**config.mk**
```make
export PLATFORM = sky130hd
export DESIGN_NAME = uart_tx
export DESIGN_NICKNAME = d
export VERILOG_FILES = /design/src/rtl/uart_pkg.sv /design/src/rtl/uart_tx_fifo.sv /design/src/rtl/uart_tx.sv
export SDC_FILE = /design/constraint.sdc
export NUM_CORES = 1
export LEC_CHECK = 0
export CAP_MARGIN = 20
export CORE_MARGIN = 5
export CORE_UTILIZATION = 32
export DETAILED_ROUTE_END_ITERATION = 8
export GPL_TIMING_DRIVEN = 0
export PLACE_DENSITY_LB_ADDON = 0.05
export SLEW_MARGIN = 20
export SYNTH_ARGS = -nofsm -noshare
export SYNTH_HDL_FRONTEND = slang
export SYNTH_SLANG_ARGS = --single-unit
```
**constraint.sdc**
```tcl
create_clock -name i_Clk -period 3.85 [get_ports i_Clk]
set_input_delay 0.5775 -clock i_Clk [delete_from_list [all_inputs] [get_ports i_Clk]]
set_output_delay 0.5775 -clock i_Clk [all_outputs]
set_load 0.05 [all_outputs]
```
**src/rtl/uart_pkg.sv**
```systemverilog
// Shared UART definitions: FSM state encoding (common to TX and RX paths) and frame constants.
package uart_pkg;

  typedef enum logic [2:0] {
    IDLE         = 3'b000,
    TX_START_BIT = 3'b001,
    TX_DATA_BITS = 3'b010,
    TX_STOP_BIT  = 3'b011,
    CLEANUP      = 3'b100
  } uart_state_t;

  localparam int unsigned DATA_BITS       = 8;
  localparam logic        UART_IDLE_LEVEL = 1'b1;

endpackage

```
**src/rtl/uart_tx_fifo.sv**
```systemverilog
// First-word-fall-through byte FIFO for the UART transmitter; full/empty from an occupancy count.
module uart_tx_fifo
  import uart_pkg::*;
#(
  parameter int unsigned FIFO_DEPTH = 4,
  parameter int unsigned WIDTH      = DATA_BITS
) (
  input  logic             clk,
  input  logic             rst_n,
  input  logic             wr_valid,
  input  logic [WIDTH-1:0] wr_data,
  input  logic             pop,
  output logic [WIDTH-1:0] rd_data,
  output logic             empty,
  output logic             full
);

  localparam int unsigned PW = $clog2(FIFO_DEPTH);
  localparam int unsigned CW = PW + 1;

  logic [WIDTH-1:0] mem [FIFO_DEPTH];
  logic [PW-1:0]    wr_ptr;
  logic [PW-1:0]    rd_ptr;
  logic [CW-1:0]    count;
  logic             wr_en;
  logic             rd_en;

  assign empty   = (count == '0);
  assign full    = (count == CW'(FIFO_DEPTH));
  assign wr_en   = wr_valid && !full;
  assign rd_en   = pop && !empty;
  assign rd_data = mem[rd_ptr];

  always_ff @(posedge clk) begin
    if (wr_en) mem[wr_ptr] <= wr_data;
  end

  // Pointers wrap naturally because FIFO_DEPTH is a power of two.
  always_ff @(posedge clk or negedge rst_n) begin
    if (!rst_n) begin
      wr_ptr <= '0;
      rd_ptr <= '0;
      count  <= '0;
    end else begin
      if (wr_en) wr_ptr <= wr_ptr + PW'(1);
      if (rd_en) rd_ptr <= rd_ptr + PW'(1);
      case ({wr_en, rd_en})
        2'b10:   count <= count + CW'(1);
        2'b01:   count <= count - CW'(1);
        default: count <= count;
      endcase
    end
  end

endmodule

```
**src/rtl/uart_tx.sv**
```systemverilog
// Buffered 8N1 UART transmitter: FIFO-fed FSM serialising start, 8 data bits LSB first, stop.
module uart_tx
  import uart_pkg::*;
#(
  parameter int unsigned CLKS_PER_BIT = 217,
  parameter int unsigned FIFO_DEPTH   = 4
) (
  input  logic                 i_Clk,
  input  logic                 i_Rst_n,
  input  logic                 i_TX_DV,
  input  logic [DATA_BITS-1:0] i_TX_Byte,
  output logic                 o_TX_Ready,
  output logic                 o_TX_Serial,
  output logic                 o_TX_Active,
  output logic                 o_TX_Done
);

  localparam int unsigned    CW       = $clog2(CLKS_PER_BIT);
  localparam logic [CW-1:0]  LAST_CLK = CW'(CLKS_PER_BIT - 1);
  localparam logic [2:0]     LAST_BIT = 3'(DATA_BITS - 1);

  uart_state_t          state, state_next;
  logic [CW-1:0]        clk_count, clk_count_next;
  logic [2:0]           bit_index, bit_index_next;
  logic [DATA_BITS-1:0] shift, shift_next;
  logic                 serial_next, active_next, done_next;
  logic                 pop;
  logic [DATA_BITS-1:0] fifo_data;
  logic                 fifo_empty;
  logic                 fifo_full;

  uart_tx_fifo #(
    .FIFO_DEPTH(FIFO_DEPTH),
    .WIDTH     (DATA_BITS)
  ) u_fifo (
    .clk     (i_Clk),
    .rst_n   (i_Rst_n),
    .wr_valid(i_TX_DV),
    .wr_data (i_TX_Byte),
    .pop     (pop),
    .rd_data (fifo_data),
    .empty   (fifo_empty),
    .full    (fifo_full)
  );

  assign o_TX_Ready = !fifo_full;

  always_ff @(posedge i_Clk or negedge i_Rst_n) begin
    if (!i_Rst_n) begin
      state       <= IDLE;
      clk_count   <= '0;
      bit_index   <= '0;
      shift       <= '0;
      o_TX_Serial <= UART_IDLE_LEVEL;
      o_TX_Active <= 1'b0;
      o_TX_Done   <= 1'b0;
    end else begin
      state       <= state_next;
      clk_count   <= clk_count_next;
      bit_index   <= bit_index_next;
      shift       <= shift_next;
      o_TX_Serial <= serial_next;
      o_TX_Active <= active_next;
      o_TX_Done   <= done_next;
    end
  end

  always_comb begin
    state_next     = state;
    clk_count_next = clk_count;
    bit_index_next = bit_index;
    shift_next     = shift;
    pop            = 1'b0;
    case (state)
      IDLE: begin
        clk_count_next = '0;
        bit_index_next = '0;
        if (!fifo_empty) begin
          pop        = 1'b1;
          shift_next = fifo_data;
          state_next = TX_START_BIT;
        end
      end
      TX_START_BIT: begin
        if (clk_count == LAST_CLK) begin
          clk_count_next = '0;
          state_next     = TX_DATA_BITS;
        end else begin
          clk_count_next = clk_count + CW'(1);
        end
      end
      TX_DATA_BITS: begin
        if (clk_count == LAST_CLK) begin
          clk_count_next = '0;
          if (bit_index == LAST_BIT) begin
            bit_index_next = '0;
            state_next     = TX_STOP_BIT;
          end else begin
            bit_index_next = bit_index + 3'd1;
          end
        end else begin
          clk_count_next = clk_count + CW'(1);
        end
      end
      TX_STOP_BIT: begin
        if (clk_count == LAST_CLK) begin
          clk_count_next = '0;
          state_next     = CLEANUP;
        end else begin
          clk_count_next = clk_count + CW'(1);
        end
      end
      CLEANUP: begin
        clk_count_next = '0;
        state_next     = IDLE;
      end
      default: begin
        clk_count_next = '0;
        bit_index_next = '0;
        state_next     = IDLE;
      end
    endcase
  end

  // Outputs are decoded from the next state so the registered line changes on the same edge as the FSM.
  always_comb begin
    serial_next = UART_IDLE_LEVEL;
    active_next = 1'b0;
    done_next   = 1'b0;
    case (state_next)
      TX_START_BIT: begin
        serial_next = ~UART_IDLE_LEVEL;
        active_next = 1'b1;
      end
      TX_DATA_BITS: begin
        serial_next = shift_next[bit_index_next];
        active_next = 1'b1;
      end
      TX_STOP_BIT: begin
        active_next = 1'b1;
      end
      CLEANUP: begin
        done_next = 1'b1;
      end
      default: begin
        serial_next = UART_IDLE_LEVEL;
      end
    endcase
  end

endmodule

```
==> out/metrics.yaml <==
logic_synthesis:
  syn_area_per_cell_um2: 14.5
  ys.flop_type: "edfxtp_1"
  syn_area_mm2: 0.00282
  synth-compound-area-share_pct: 3.50
  syn_nets: 215
  synth_warnings: 0
  synth_seq_cells: 64
  yosysUniqueCellTypes: 42
  ys_seq_area_share_pct: 62.5
  async_flop_share_pct: 50.0
  synth.area.mux_share_pct: 11.4
  synth_top_family_by_area: "multiplexers"
  synthSimpleGateAreaFrac_pct: 10.6
  synth-adder-area-share_pct: 4.70
  synth_xor_area_share_pct: 4.04
  synth_edf_count: 32
  synth_cells: 194
timing:
  rsz0062_at_grt: "no"
  skew_ns: 0.00790
  final_hold_viol_count: 0
  fin_crit_ns: 2.81
  tns_ns: 0
  fmax_mhz: 356
  worstMarginPinSlew_ns: 0.835
  timing.final.crit_share_pct: 72.9
  slew_headroom_pct: 43.9
  setup_viol: 0
  setup_ws_ns: 1.04
  slew_violations: 0
grt:
  grt_max_degree: 33
  overflow: 0
  grt_pass1_vias: 1746
  grt_pass1_wl_mm: 8.64
  grt_use_total_pct: 10.3
  antenna_found_initial: 0
worst_setup_path:
  crit_fanout: 6
  cp_slowest_cell: "or4b_4"
  path_common_cell: "ha_1"
  required_ns: 4.11
  cp_cell_sequence: "ha_1, ha_1, or4b_4, o41a_1, a31oi_4, mux2_2, nand3b_1, a41o_1, nand3_2"
  slowest_delay_ns: 0.50
  rr_startpoint: "bit_index[0]$_DFF_PN0_"
  path_class: "reg -> reg"
  start_kind: "flip-flop"
  end_kind: "flip-flop"
  worst-r2r-cell-count: 9
  arrival_ns: 3.07
  r2r_setup_slack_ns: 1.04
  timing.rr.end: "o_TX_Serial$_DFF_PN1_"
clock_network:
  cts_tree: "built"
  clock-sinks: 64
  hold_buffers: 0
  cts_resized: 0
  clk_latency_ns: 0.34
  cts_max_path_buffers: 2
  cts_max_level: 3
  clkTransAtPathRegs_ns: 0.08
  cts_setup_buffers: 0
  cts_buffers: 9
  cts-root-buf: "clkbuf_8"
finish:
  fin_area_mm2: 0.00329
  layout.cells.non_filler: 332
  finalNetCount: 240
  syn_to_final_growth_pct: 16.8
  final_layout_size_suffix_gt1_share_pct: 20.1
  antenna_cells: 0
route:
  drt_iter0_markers: 26
  vias_per_cell: 4.64
  routedWlPerCell_um: 15.2
  first_pass_iters: 4
  drc: 0
  num_vias: 1540
  ant_nets: 0
  drt_wl_total_mm: 5.04
placement:
  portBuffers: 14
  dpl.cell_count: 316
  placedInstanceArea_mm2: 0.00309
  gp_congestion: 0.765
  dp_slack_ns: 1.05
  hpwlAfterDp_mm: 3.43
run_status:
  status: "completed"
pwr:
  p_leak_nw: 1.30
  ir_drop_v: 0.000211
  p_per_area_mw_per_mm2: 509
die:
  row_count: 34
  die_h_um: 104
  io_pins: 15
  die_w_um: 104
  start_util_pct: 32.7
  core_area_mm2: 0.00864
  die_area_mm2: 0.0108
min_path:
  hold_class: "in -> async"
run:
  drv_cap: 0
layout by cell type, fill, tap and decap left out, drive strengths merged, types with 3 or more instances in the layout:
master / n
mux2: 10
clkbuf: 11
a21oi: 3
nor2: 14
xor2: 9
nand2: 6
edfxtp: 32
inv: 15
buf: 7
clkdlybuf4s50: 13
mux2i: 3
xnor2: 4
mux4: 8
nand3: 7
dfrtp: 31
and3: 8
ha: 9
area by class of cell:
class | instances | area [µm²]
plain buffers | 8 | 41.3
clock buffers | 9 | 124
clock inverters | 7 | 80.1
fillers | 843 | 5340
inverters | 13 | 48.8
multi-input cells | 109 | 967
flip-flops and latches | 64 | 1760
well taps | 108 | 135
repair buffers | 14 | 135
worst max-delay path: cells and delay by family (launching register included):
| kind | cells | cell delay [ns] |
|---|---|---|
| AND/OR/NAND/NOR | 3 | 0.65 |
| flip-flops | 1 | 0.43 |
| AO/OA/AOI/OAI | 3 | 0.85 |
| multiplexers | 1 | 0.38 |
| adder cells (fa/ha/maj) | 2 | 0.44 |
flip-flops by register name, summed over array words and instances (netlist names):
| signal | cells |
|---|---|
| u_fifo.rd_ptr | 2 |
| o_TX_Active | 1 |
| u_fifo.mem | 32 |
| shift | 8 |
| clk_count | 8 |
| o_TX_Done | 1 |
| u_fifo.wr_ptr | 2 |
| state | 3 |
| u_fifo.count | 3 |
| o_TX_Serial | 1 |
| bit_index | 3 |
per-stage QoR:
stage	hold WS (ns)	power [mW]	utilization [%]
floorplan	0.282	1.01	-
global placement	0.481	1.08	35.8
detailed placement	0.487	1.11	35.8
CTS	0.310	1.71	38.1
global route	0.345	1.77	38.1
finish	0.296	1.68	38.1
power by group:
group	total (mW)	switching, mW	internal (mW)
logic	0.229	0.141	0.0877
clock network	0.592	0.287	0.305
registers	0.855	0.0340	0.821
total	1.68	0.462	1.21
cells in the mapped netlist (2+ instances only):
cell type | n | area share (%)
ha_1 | 9 | 4.0
clkbuf_1 | 2 | 0.27
xnor2_1 | 4 | 1.2
xor2_1 | 9 | 2.8
mux4_2 | 8 | 6.4
or3_1 | 2 | 0.44
edfxtp_1 | 32 | 34
mux2_2 | 10 | 4.0
buf_1 | 2 | 0.27
nand2_1 | 6 | 0.80
nor2_1 | 14 | 1.9
nor3_1 | 2 | 0.35
o21ai_0 | 2 | 0.35
nand3_1 | 6 | 1.1
dfrtp_1 | 31 | 28
a21oi_1 | 3 | 0.53
mux2i_1 | 3 | 1.1
nand3b_1 | 2 | 0.53
inv_1 | 13 | 1.7
nand4b_1 | 2 | 0.62
and3_1 | 8 | 1.8
or2_2 | 2 | 0.44
buf_2 | 3 | 0.53
kinds of logic (layout without fill, tap and decap cells):
| kind of cell | Yosys count | in the layout |
|---|---|---|
| AO/OA/AOI/OAI | 12 | 12 |
| XOR/XNOR | 13 | 13 |
| adder cells (fa/ha/maj) | 10 | 10 |
| buffers and inverters | 21 | 51 |
| flip-flops | 64 | 64 |
| multiplexers | 21 | 21 |
| AND/OR/NAND/NOR | 53 | 53 |
worst max path at each step:
stage,cells after the start,start,to
2_1_floorplan,9,bit_index[0]$_DFF_PN0_,o_TX_Serial$_DFF_PN1_
3_3_place_gp,9,bit_index[0]$_DFF_PN0_,o_TX_Serial$_DFF_PN1_
3_5_place_dp,9,bit_index[0]$_DFF_PN0_,o_TX_Serial$_DFF_PN1_
4_1_cts,9,bit_index[0]$_DFF_PN0_,o_TX_Serial$_DFF_PN1_
5_1_grt,9,bit_index[0]$_DFF_PN0_,o_TX_Serial$_DFF_PN1_
6_report,9,bit_index[0]$_DFF_PN0_,o_TX_Serial$_DFF_PN1_
per-layer routing:
| layer | GRT usage [%] | up-vias | share of wire [%] |
|---|---|---|---|
| met3 | 3.66 | 6 | 5.5 |
| met4 | 4.44 | 0 | 1.7 |
| li1 | - | 751 | - |
| met1 | 12.1 | 756 | 43 |
| met5 | 0 | - | 0 |
| met2 | 17.1 | 27 | 49 |
No activity file was read; power rests on OpenSTA's default activity.
